--- src/rtl/hazard_stall_controller_if.sv ---
// Pipeline <-> hazard/stall controller signal bundle.
//   master : pipeline side, drives ID/EX hazard info, receives stall/flush controls
//   slave  : controller side
// Signal names follow the pipeline's own naming so they line up with the datapath.
interface hazard_stall_controller_if #(
  parameter int CNT_W = 16
);
  // ID / EX hazard information
  logic [4:0]       IF_IDRegisterRs;
  logic [4:0]       IF_IDRegisterRt;
  logic             ID_EXMemRead;
  logic [4:0]       ID_EXRegisterRt;
  logic             ID_MdStart;
  logic             ID_MdReadHiLo;
  logic             EX_BranchTaken;
  // pipeline controls
  logic             PCWrite;
  logic             IF_IDWrite;
  logic             ID_EXBubble;
  logic             IF_IDFlush;
  logic             ID_EXFlush;
  // mult/div unit status
  logic             MdIssue;
  logic             MdBusy;
  logic             MdDone;
  logic [CNT_W-1:0] StallCount;

  modport master (
    output IF_IDRegisterRs, IF_IDRegisterRt, ID_EXMemRead, ID_EXRegisterRt,
           ID_MdStart, ID_MdReadHiLo, EX_BranchTaken,
    input  PCWrite, IF_IDWrite, ID_EXBubble, IF_IDFlush, ID_EXFlush,
           MdIssue, MdBusy, MdDone, StallCount
  );

  modport slave (
    input  IF_IDRegisterRs, IF_IDRegisterRt, ID_EXMemRead, ID_EXRegisterRt,
           ID_MdStart, ID_MdReadHiLo, EX_BranchTaken,
    output PCWrite, IF_IDWrite, ID_EXBubble, IF_IDFlush, ID_EXFlush,
           MdIssue, MdBusy, MdDone, StallCount
  );
endinterface

--- src/rtl/hazard_stall_controller.sv ---
// Stall/flush sequencer for the 5-stage MIPS pipeline.
// Covers load-use hazards, multi-cycle mult/div occupancy and taken-branch
// flushes; keeps a saturating stall-cycle counter.
// Ports:
//   clk   : rising-edge clock
//   rst_n : asynchronous active-low reset
//   bus   : hazard_stall_controller_if.slave (hazard inputs, pipeline controls,
//           mult/div status, StallCount)
// All pipeline controls are combinational in the current cycle; MdBusy, MdDone
// and StallCount are registered.
module hazard_stall_controller #(
  parameter int MD_LAT = 8,   // mult/div occupancy in cycles, 1..63
  parameter int CNT_W  = 16   // stall counter width
) (
  input  logic                        clk,
  input  logic                        rst_n,
  hazard_stall_controller_if.slave    bus
);

  localparam logic [5:0] LP_MD_LAST = 6'(MD_LAT - 1);

  typedef enum logic {S_IDLE = 1'b0, S_RUN = 1'b1} md_state_e;

  md_state_e        r_state, w_state_nxt;
  logic [5:0]       r_mdcnt, w_mdcnt_nxt;
  logic             r_done,  w_done_nxt;
  logic [CNT_W-1:0] r_cnt;

  logic w_ld_haz, w_md_haz, w_stall, w_issue, w_busy;

  assign w_busy   = (r_state == S_RUN);
  assign w_ld_haz = bus.ID_EXMemRead && (bus.ID_EXRegisterRt != 5'd0) &&
                    ((bus.ID_EXRegisterRt == bus.IF_IDRegisterRs) ||
                     (bus.ID_EXRegisterRt == bus.IF_IDRegisterRt));
  assign w_md_haz = w_busy && (bus.ID_MdReadHiLo || bus.ID_MdStart);
  // A taken branch kills the ID instruction, so its hazards are moot.
  assign w_stall  = (w_ld_haz || w_md_haz) && !bus.EX_BranchTaken;

  // ---------------- state register ----------------
  always_ff @(posedge clk or negedge rst_n) begin
    if (!rst_n) begin
      r_state <= S_IDLE;
      r_mdcnt <= 6'd0;
      r_done  <= 1'b0;
      r_cnt   <= '0;
    end else begin
      r_state <= w_state_nxt;
      r_mdcnt <= w_mdcnt_nxt;
      r_done  <= w_done_nxt;
      if (w_stall && (r_cnt != {CNT_W{1'b1}}))
        r_cnt <= r_cnt + 1'b1;
    end
  end

  // ---------------- next-state logic ----------------
  always_comb begin
    w_state_nxt = r_state;
    w_mdcnt_nxt = r_mdcnt;
    w_done_nxt  = 1'b0;
    case (r_state)
      S_IDLE: begin
        if (w_issue) begin
          w_state_nxt = S_RUN;
          w_mdcnt_nxt = LP_MD_LAST;
        end
      end
      S_RUN: begin
        // Branch flushes do not touch a running op; it always runs to completion.
        if (r_mdcnt != 6'd0) begin
          w_mdcnt_nxt = r_mdcnt - 6'd1;
        end else begin
          w_state_nxt = S_IDLE;
          w_done_nxt  = 1'b1;
        end
      end
      default: w_state_nxt = S_IDLE;
    endcase
  end

  // ---------------- output logic ----------------
  always_comb begin
    bus.PCWrite     = 1'b1;
    bus.IF_IDWrite  = 1'b1;
    bus.ID_EXBubble = 1'b0;
    bus.IF_IDFlush  = 1'b0;
    bus.ID_EXFlush  = 1'b0;
    w_issue         = 1'b0;
    if (!rst_n) begin
      // Hold the front end frozen while in reset.
      bus.PCWrite     = 1'b0;
      bus.IF_IDWrite  = 1'b0;
      bus.ID_EXBubble = 1'b1;
    end else if (bus.EX_BranchTaken) begin
      bus.IF_IDFlush  = 1'b1;
      bus.ID_EXFlush  = 1'b1;
    end else if (w_stall) begin
      bus.PCWrite     = 1'b0;
      bus.IF_IDWrite  = 1'b0;
      bus.ID_EXBubble = 1'b1;
    end else begin
      // Only reachable with MdBusy=0 when ID_MdStart is set (else md_haz stalls).
      w_issue = bus.ID_MdStart;
    end
  end

  assign bus.MdIssue    = w_issue;
  assign bus.MdBusy     = w_busy;
  assign bus.MdDone     = r_done;
  assign bus.StallCount = r_cnt;

endmodule

--- src/flat_wrapper.sv ---
// flat-port wrapper written by rule: the top's interface ports become plain ports
module hazard_stall_controller_flat 
#(
  parameter int MD_LAT = 8,                                         
  parameter int CNT_W  = 16                         
)
  (clk, rst_n, bus_IF_IDRegisterRs, bus_IF_IDRegisterRt, bus_ID_EXMemRead, bus_ID_EXRegisterRt, bus_ID_MdStart, bus_ID_MdReadHiLo, bus_EX_BranchTaken, bus_PCWrite, bus_IF_IDWrite, bus_ID_EXBubble, bus_IF_IDFlush, bus_ID_EXFlush, bus_MdIssue, bus_MdBusy, bus_MdDone, bus_StallCount);
  hazard_stall_controller_if #(.CNT_W(CNT_W)) bus_i ();
  input  logic clk;
  input  logic rst_n;
  input wire logic [$bits(bus_i.IF_IDRegisterRs)-1:0] bus_IF_IDRegisterRs;
  input wire logic [$bits(bus_i.IF_IDRegisterRt)-1:0] bus_IF_IDRegisterRt;
  input wire logic [$bits(bus_i.ID_EXMemRead)-1:0] bus_ID_EXMemRead;
  input wire logic [$bits(bus_i.ID_EXRegisterRt)-1:0] bus_ID_EXRegisterRt;
  input wire logic [$bits(bus_i.ID_MdStart)-1:0] bus_ID_MdStart;
  input wire logic [$bits(bus_i.ID_MdReadHiLo)-1:0] bus_ID_MdReadHiLo;
  input wire logic [$bits(bus_i.EX_BranchTaken)-1:0] bus_EX_BranchTaken;
  output wire logic [$bits(bus_i.PCWrite)-1:0] bus_PCWrite;
  output wire logic [$bits(bus_i.IF_IDWrite)-1:0] bus_IF_IDWrite;
  output wire logic [$bits(bus_i.ID_EXBubble)-1:0] bus_ID_EXBubble;
  output wire logic [$bits(bus_i.IF_IDFlush)-1:0] bus_IF_IDFlush;
  output wire logic [$bits(bus_i.ID_EXFlush)-1:0] bus_ID_EXFlush;
  output wire logic [$bits(bus_i.MdIssue)-1:0] bus_MdIssue;
  output wire logic [$bits(bus_i.MdBusy)-1:0] bus_MdBusy;
  output wire logic [$bits(bus_i.MdDone)-1:0] bus_MdDone;
  output wire logic [$bits(bus_i.StallCount)-1:0] bus_StallCount;
  assign bus_i.IF_IDRegisterRs = bus_IF_IDRegisterRs;
  assign bus_i.IF_IDRegisterRt = bus_IF_IDRegisterRt;
  assign bus_i.ID_EXMemRead = bus_ID_EXMemRead;
  assign bus_i.ID_EXRegisterRt = bus_ID_EXRegisterRt;
  assign bus_i.ID_MdStart = bus_ID_MdStart;
  assign bus_i.ID_MdReadHiLo = bus_ID_MdReadHiLo;
  assign bus_i.EX_BranchTaken = bus_EX_BranchTaken;
  assign bus_PCWrite = bus_i.PCWrite;
  assign bus_IF_IDWrite = bus_i.IF_IDWrite;
  assign bus_ID_EXBubble = bus_i.ID_EXBubble;
  assign bus_IF_IDFlush = bus_i.IF_IDFlush;
  assign bus_ID_EXFlush = bus_i.ID_EXFlush;
  assign bus_MdIssue = bus_i.MdIssue;
  assign bus_MdBusy = bus_i.MdBusy;
  assign bus_MdDone = bus_i.MdDone;
  assign bus_StallCount = bus_i.StallCount;
  hazard_stall_controller #(.MD_LAT(MD_LAT), .CNT_W(CNT_W)) u_core (.clk(clk), .rst_n(rst_n), .bus(bus_i));
endmodule
--- config.mk ---
export PLATFORM = sky130hd
export DESIGN_NAME = hazard_stall_controller_flat
export DESIGN_NICKNAME = d
export VERILOG_FILES = /design/src/rtl/hazard_stall_controller_if.sv /design/src/rtl/hazard_stall_controller.sv /design/src/flat_wrapper.sv
export SDC_FILE = /design/constraint.sdc
export NUM_CORES = 1
export LEC_CHECK = 0
export ABC_AREA = 1
export CORE_UTILIZATION = 40
export CTS_BUF_LIST = sky130_fd_sc_hd__clkbuf_4 sky130_fd_sc_hd__clkbuf_8 sky130_fd_sc_hd__clkbuf_16
export CTS_CLUSTER_SIZE = 28
export DETAILED_ROUTE_END_ITERATION = 12
export PLACE_DENSITY = 0.74
export SLEW_MARGIN = 20
export SYNTH_ARGS = -nofsm -noshare
export SYNTH_HDL_FRONTEND = slang
export SYNTH_SLANG_ARGS = --single-unit
--- constraint.sdc ---
create_clock -name clk -period 2 [get_ports clk]
set_input_delay 0.2 -clock clk [delete_from_list [all_inputs] [get_ports clk]]
set_output_delay 0.2 -clock clk [all_outputs]
set_load 0.03 [all_outputs]
* Word-level counts from Yosys, hierarchy flattened *
Cells that the tools add are included.

word-level totals
  flip-flop bits (word level) = 24
  bits of input ports = 21

operators by class
  add/sub/neg operators = 2
  equality and inequality tests = 5
  mux-type cells = 19
  bitwise logic cells = 1
  reduce and logical (&&, ||, !) cells = 12

operators with widths
  cell                                              count
  adder 16 x 1 -> 16 bit, second input constant     1
  != test 16 bit, second input constant             1
  two-way mux 1 bit                                 15
  two-way mux 6 bit                                 2
  one-hot mux 6 bit (2 select lines)                1
  equality test 5 bit                               2
  nonzero test 6 bit                                1
  subtractor 6 x 1 -> 6 bit, second input constant  1
  logical AND 1 bit                                 5
  nonzero test 5 bit                                1
  != test 2 bit, second input constant              2
  logical OR 1 bit                                  3
  one-hot mux 1 bit (2 select lines)                1
  AND reduction 2 bit                               1
  logical NOT 1 bit                                 1
  NOT 1 bit                                         1

* Depth between registers and ports, before layout *
  word-level depth = 10
  gate-level depth with buffers = 14
  depth with buffers taken out = 13

* Least setup slack after synthesis *
OpenSTA, ideal clock, no wires.

  kind = reg-to-output
  start = register u_core.r_state, in the netlist u_core.bus.MdBusy
  end = output bus_ID_EXBubble
  arrival time = 1645 ps
  required time = 1800 ps
  slack = 155 ps
  stages on the path, launching flop included = 7
  path buffers = 0
  path through = dfrtp_1 o21ai_0 nand2_1 nand2_1 inv_2 nor2_1 inv_1

between the ends
  longest elaborated chain between the ends = 6

RTL lines
  item                      RTL line                       text
  start: declaration        hazard_stall_controller.sv:24  md_state_e r_state, w_state_nxt;
  start signal: assignment  hazard_stall_controller.sv:47  r_state <= w_state_nxt;
  logical AND 1 bit         hazard_stall_controller.sv:35  assign w_md_haz = w_busy && (bus.ID_MdReadHiLo || bus.ID_MdStart);
  logical OR 1 bit          hazard_stall_controller.sv:37  assign w_stall = (w_ld_haz || w_md_haz) && !bus.EX_BranchTaken;
  logical AND 1 bit         hazard_stall_controller.sv:37
  two-way mux 1 bit         hazard_stall_controller.sv:96  end else if (w_stall) begin
  two-way mux 1 bit         hazard_stall_controller.sv:93  end else if (bus.EX_BranchTaken) begin
  two-way mux 1 bit         hazard_stall_controller.sv:88  if (!rst_n) begin
  end: declaration          flat_wrapper.sv:20             output wire logic [$bits(bus_i.ID_EXBubble)-1:0] bus_ID_EXBubble;

Every way passes these cells.

* Worst setup path after layout *
  start = input bus_ID_EXRegisterRt[2]
  end = output bus_ID_EXBubble

between the ends
  longest elaborated chain between the ends = 8

RTL lines
  item                                                   RTL line                                                      text
  start: declaration                                     flat_wrapper.sv:14                                            input wire logic [$bits(bus_i.ID_EXRegisterRt)-1:0] bus_ID_EXRegisterRt;
  equality test 5 bit (tied with other cells)            hazard_stall_controller.sv:33                                 ((bus.ID_EXRegisterRt == bus.IF_IDRegisterRs) ||
  logical OR 1 bit or logical AND 1 bit (tied branches)  hazard_stall_controller.sv:33, hazard_stall_controller.sv:32
  logical AND 1 bit (*)                                  hazard_stall_controller.sv:32                                 assign w_ld_haz = bus.ID_EXMemRead && (bus.ID_EXRegisterRt != 5'd0) &&
  logical OR 1 bit (*)                                   hazard_stall_controller.sv:37
  logical AND 1 bit (*)                                  hazard_stall_controller.sv:37
  two-way mux 1 bit (*)                                  hazard_stall_controller.sv:96
  two-way mux 1 bit (*)                                  hazard_stall_controller.sv:93
  two-way mux 1 bit (*)                                  hazard_stall_controller.sv:88

Mark *: on every way between the ends. The rest lies on a longest branch, timed or not.

==> results.yml <==
run_status:
  status: "completed"
synthesis:
  netlist_area_um2: 1630
  ys_ff_latch: 24
  synth_top_area_share_pct: 36.8
  ys.flop_type: "dfrtp_1"
  yosys_warnings: 0
  seq_area_frac_synth_pct: 36.8
  synth_area_leaders: "dfrtp_1, nand2_1, nand3_1, inv_1, xor2_1"
  synth_top_cell_by_area: "dfrtp_1"
  async_flop_share_pct: 100
  synth_edf_count: 0
  synthCells: 233
  synth_cell_type_count: 27
  syn_area_per_cell_um2: 7.00
  synth_nets: 256
detailed_routing:
  num_vias: 1567
  ant_nets: 0
  wl_per_cell_um: 11.0
  vias_per_cell: 4.72
  drt_wl_total_um: 3650
  post-route-drc-count: 0
  drt_iter0_drc: 51
  dr.pass1.iters: 4
die:
  die_w_um: 65.9
  start_util_pct: 43.0
  core_um2: 3800
  ios: 45
  row_count: 22
  die_y_um: 65.9
  die_area_um2: 4340
final_layout:
  fillers: 336
  final_util_pct: 59.1
  fin_area_um2: 2240
  final_net_count: 309
  drive_gt1_share_pct: 12.7
  antenna_cells: 0
  area_delta_synth_final_pct: 37.5
  stdcell_count: 332
placed_design:
  placed_cells: 326
  gp_congestion: 0.848
  port_buffers: 44
  dp_hpwl_um: 2790
  placed_area_um2: 2130
clocking:
  cts_buffer_depth: 2
  clock-root-buffer: "clkbuf_8"
  cts_tree: "built"
  clock_latency_ns: 0.26
  cts_max_level: 1
  cts_made_buffers: 3
  cts.sinks: 24
  path_clk_slew_ns: 0.08
worst_setup_path:
  path_cells: "clkdlybuf4s50_1, inv_1, nand2_1, nand2_1, nor2_1, nand3_1, nand2_1, nand2_1, nand2_1, nand2_2, inv_2, nor2_2, inv_1, buf_4"
  crit_type: "in2out"
  critPathMaxStageDelay_ns: 0.46
  crit_top_cell: "nand2_1"
  cp-end-kind: "output pin"
  cpMaxStageDelayCell: "clkdlybuf4s50_1"
  r2r_slack_ns: 0.19
  worstSetupStartpointType: "input pin"
  worstPathArrival_ns: 1.65
  reg2reg_to: "u_core.bus.StallCount[2]$_DFFE_PN0P_"
  r2r_start: "u_core.bus.StallCount[1]$_DFFE_PN0P_"
  r2r_cells: 10
  crit_required_ns: 1.80
  crit_path_max_fanout: 3
grt:
  antenna_found_initial: 0
  overflow: 0
  grt_usage_pct: 18.1
  grt_max_degree: 20
  grt_pass1_wl_um: 6090
  grt_pass1_vias: 1435
job:
  maxCapViolations: 0
timing:
  max_slew_margin_pct: 75.4
  fin_skew_ns: 0.00259
  finalCritPeriodShare_pct: 92.4
  tightestPinTransition_ns: 0.365
  rsz0062_at_grt: "false"
  finalHoldViolCount: 0
  max_freq_mhz: 541
  slew_violations: 0
  setup_tns_ns: 0
  setup_viol: 0
  period_minus_slack_ns: 1.85
power:
  powerDensity_nw_per_um2: 828
  vdd_drop_max_uv: 498
  p_leak_nw: 1.17
min_path:
  min-delay-path-class: "in2async"
==> sequential cells by signal (all words and copies together), names as in the netlist <==
name                   count
u_core.bus.StallCount     16
u_core.r_mdcnt             6
u_core.bus.MdDone          1
u_core.bus.MdBusy          1
==> power breakdown <==
group	internal [mW]	leakage (nW)	switching (mW)
Sequential	0.595	0.314	0.115
Combinational	0.382	0.830	0.496
Clock	0.134	0.0216	0.136
Total	1.11	1.17	0.747
==> layout make-up <==
class,count,area (um2),area share [%]
sequential,24,602,26.8
multi-input combinational,171,887,39.5
tap,48,60.1,2.68
clock buffer,3,41.3,1.84
timing repair buffer,54,533,23.8
inverter,32,120,5.35
==> worst max-delay path, delay by kind of cell <==
kind,cells,cell delay (ns)
AND/OR/NAND/NOR,9,0.64
buffers and inverters,5,0.82
==> worst max path at each step <==
stage | startpoint | endpoint | slack (ns) | depth (start not counted)
3_5_place_dp | bus_ID_EXRegisterRt[1] | bus_MdIssue | 0.05 | 13
4_1_cts | bus_ID_EXRegisterRt[1] | bus_MdIssue | 0.01 | 13
5_1_grt | bus_ID_EXRegisterRt[3] | bus_ID_EXBubble | 0.007 | 14
6_report | bus_ID_EXRegisterRt[2] | bus_ID_EXBubble | 0.15 | 14
2_1_floorplan | u_core.bus.MdBusy$_DFF_PN0_ | bus_ID_EXBubble | 0.15 | 6
3_3_place_gp | bus_ID_EXRegisterRt[4] | bus_MdIssue | 0.07 | 13
==> per-layer routing <==
metal / track usage, % / up-vias / wire length (um)
met3: 1.90 / 6 / 197
li1: - / 823 / -
met1: 23.9 / 697 / 1690
met2: 29.5 / 41 / 1700
met4: 8.15 / 0 / 59
met5: 0 / - / 0
==> cell usage after synthesis, drive strengths merged, types with 2 or more instances <==
master / number
buf: 6
dfrtp: 24
ha: 2
inv: 32
nand2: 84
nand3: 27
nand4: 2
nor2: 20
nor3: 5
nor4: 2
o21ai: 7
xnor2: 7
xor2: 12
==> kinds of logic (layout without fill, tap and decap cells) <==
group	Yosys count	in the layout	synth area share (%)
and+or+nand+nor	142	142	39.1
DFF	24	24	36.8
adders and majority gates	2	2	1.53
AOI/OAI and AO/OA	8	8	2.45
xor gates and xnor gates	19	19	10.2
buffers and inverters	38	89	9.89
==> cell usage in the layout, fill, tap and decap left out, types with 2 or more instances in the layout <==
master           instances
o21ai_0                  5
buf_12                   2
inv_1                   29
nor2_4                   2
ha_1                     2
o21ai_1                  2
clkdlybuf4s50_1         35
xor2_1                  12
dlymetal6s2s_1           3
xnor2_1                  7
nor2_1                  17
inv_2                    3
clkbuf_8                 3
nand2_2                  3
dfrtp_1                 23
nand2_1                 80
nor3_1                   4
nand3_1                 25
buf_4                   14
==> through the flow <==
step	setup slack (ns)	total power [mW]	hold WS [ns]
floorplan	0.155	1.25	-0.0956
global placement	0.0729	1.52	0.486
detailed placement	0.0515	1.55	0.494
CTS	0.0149	1.82	0.372
global route	0.00659	2.02	0.439
finish	0.152	1.86	0.427
==> what timing repair did <==
item                                    CTS  global route
gates resized for setup                   0             9
endpoints found under the hold margin     0             0
hold buffers                              0             0
endpoints found under the setup margin    0             7
setup buffers                             0             3
Note: power is estimated with default switching activity, not from simulation.
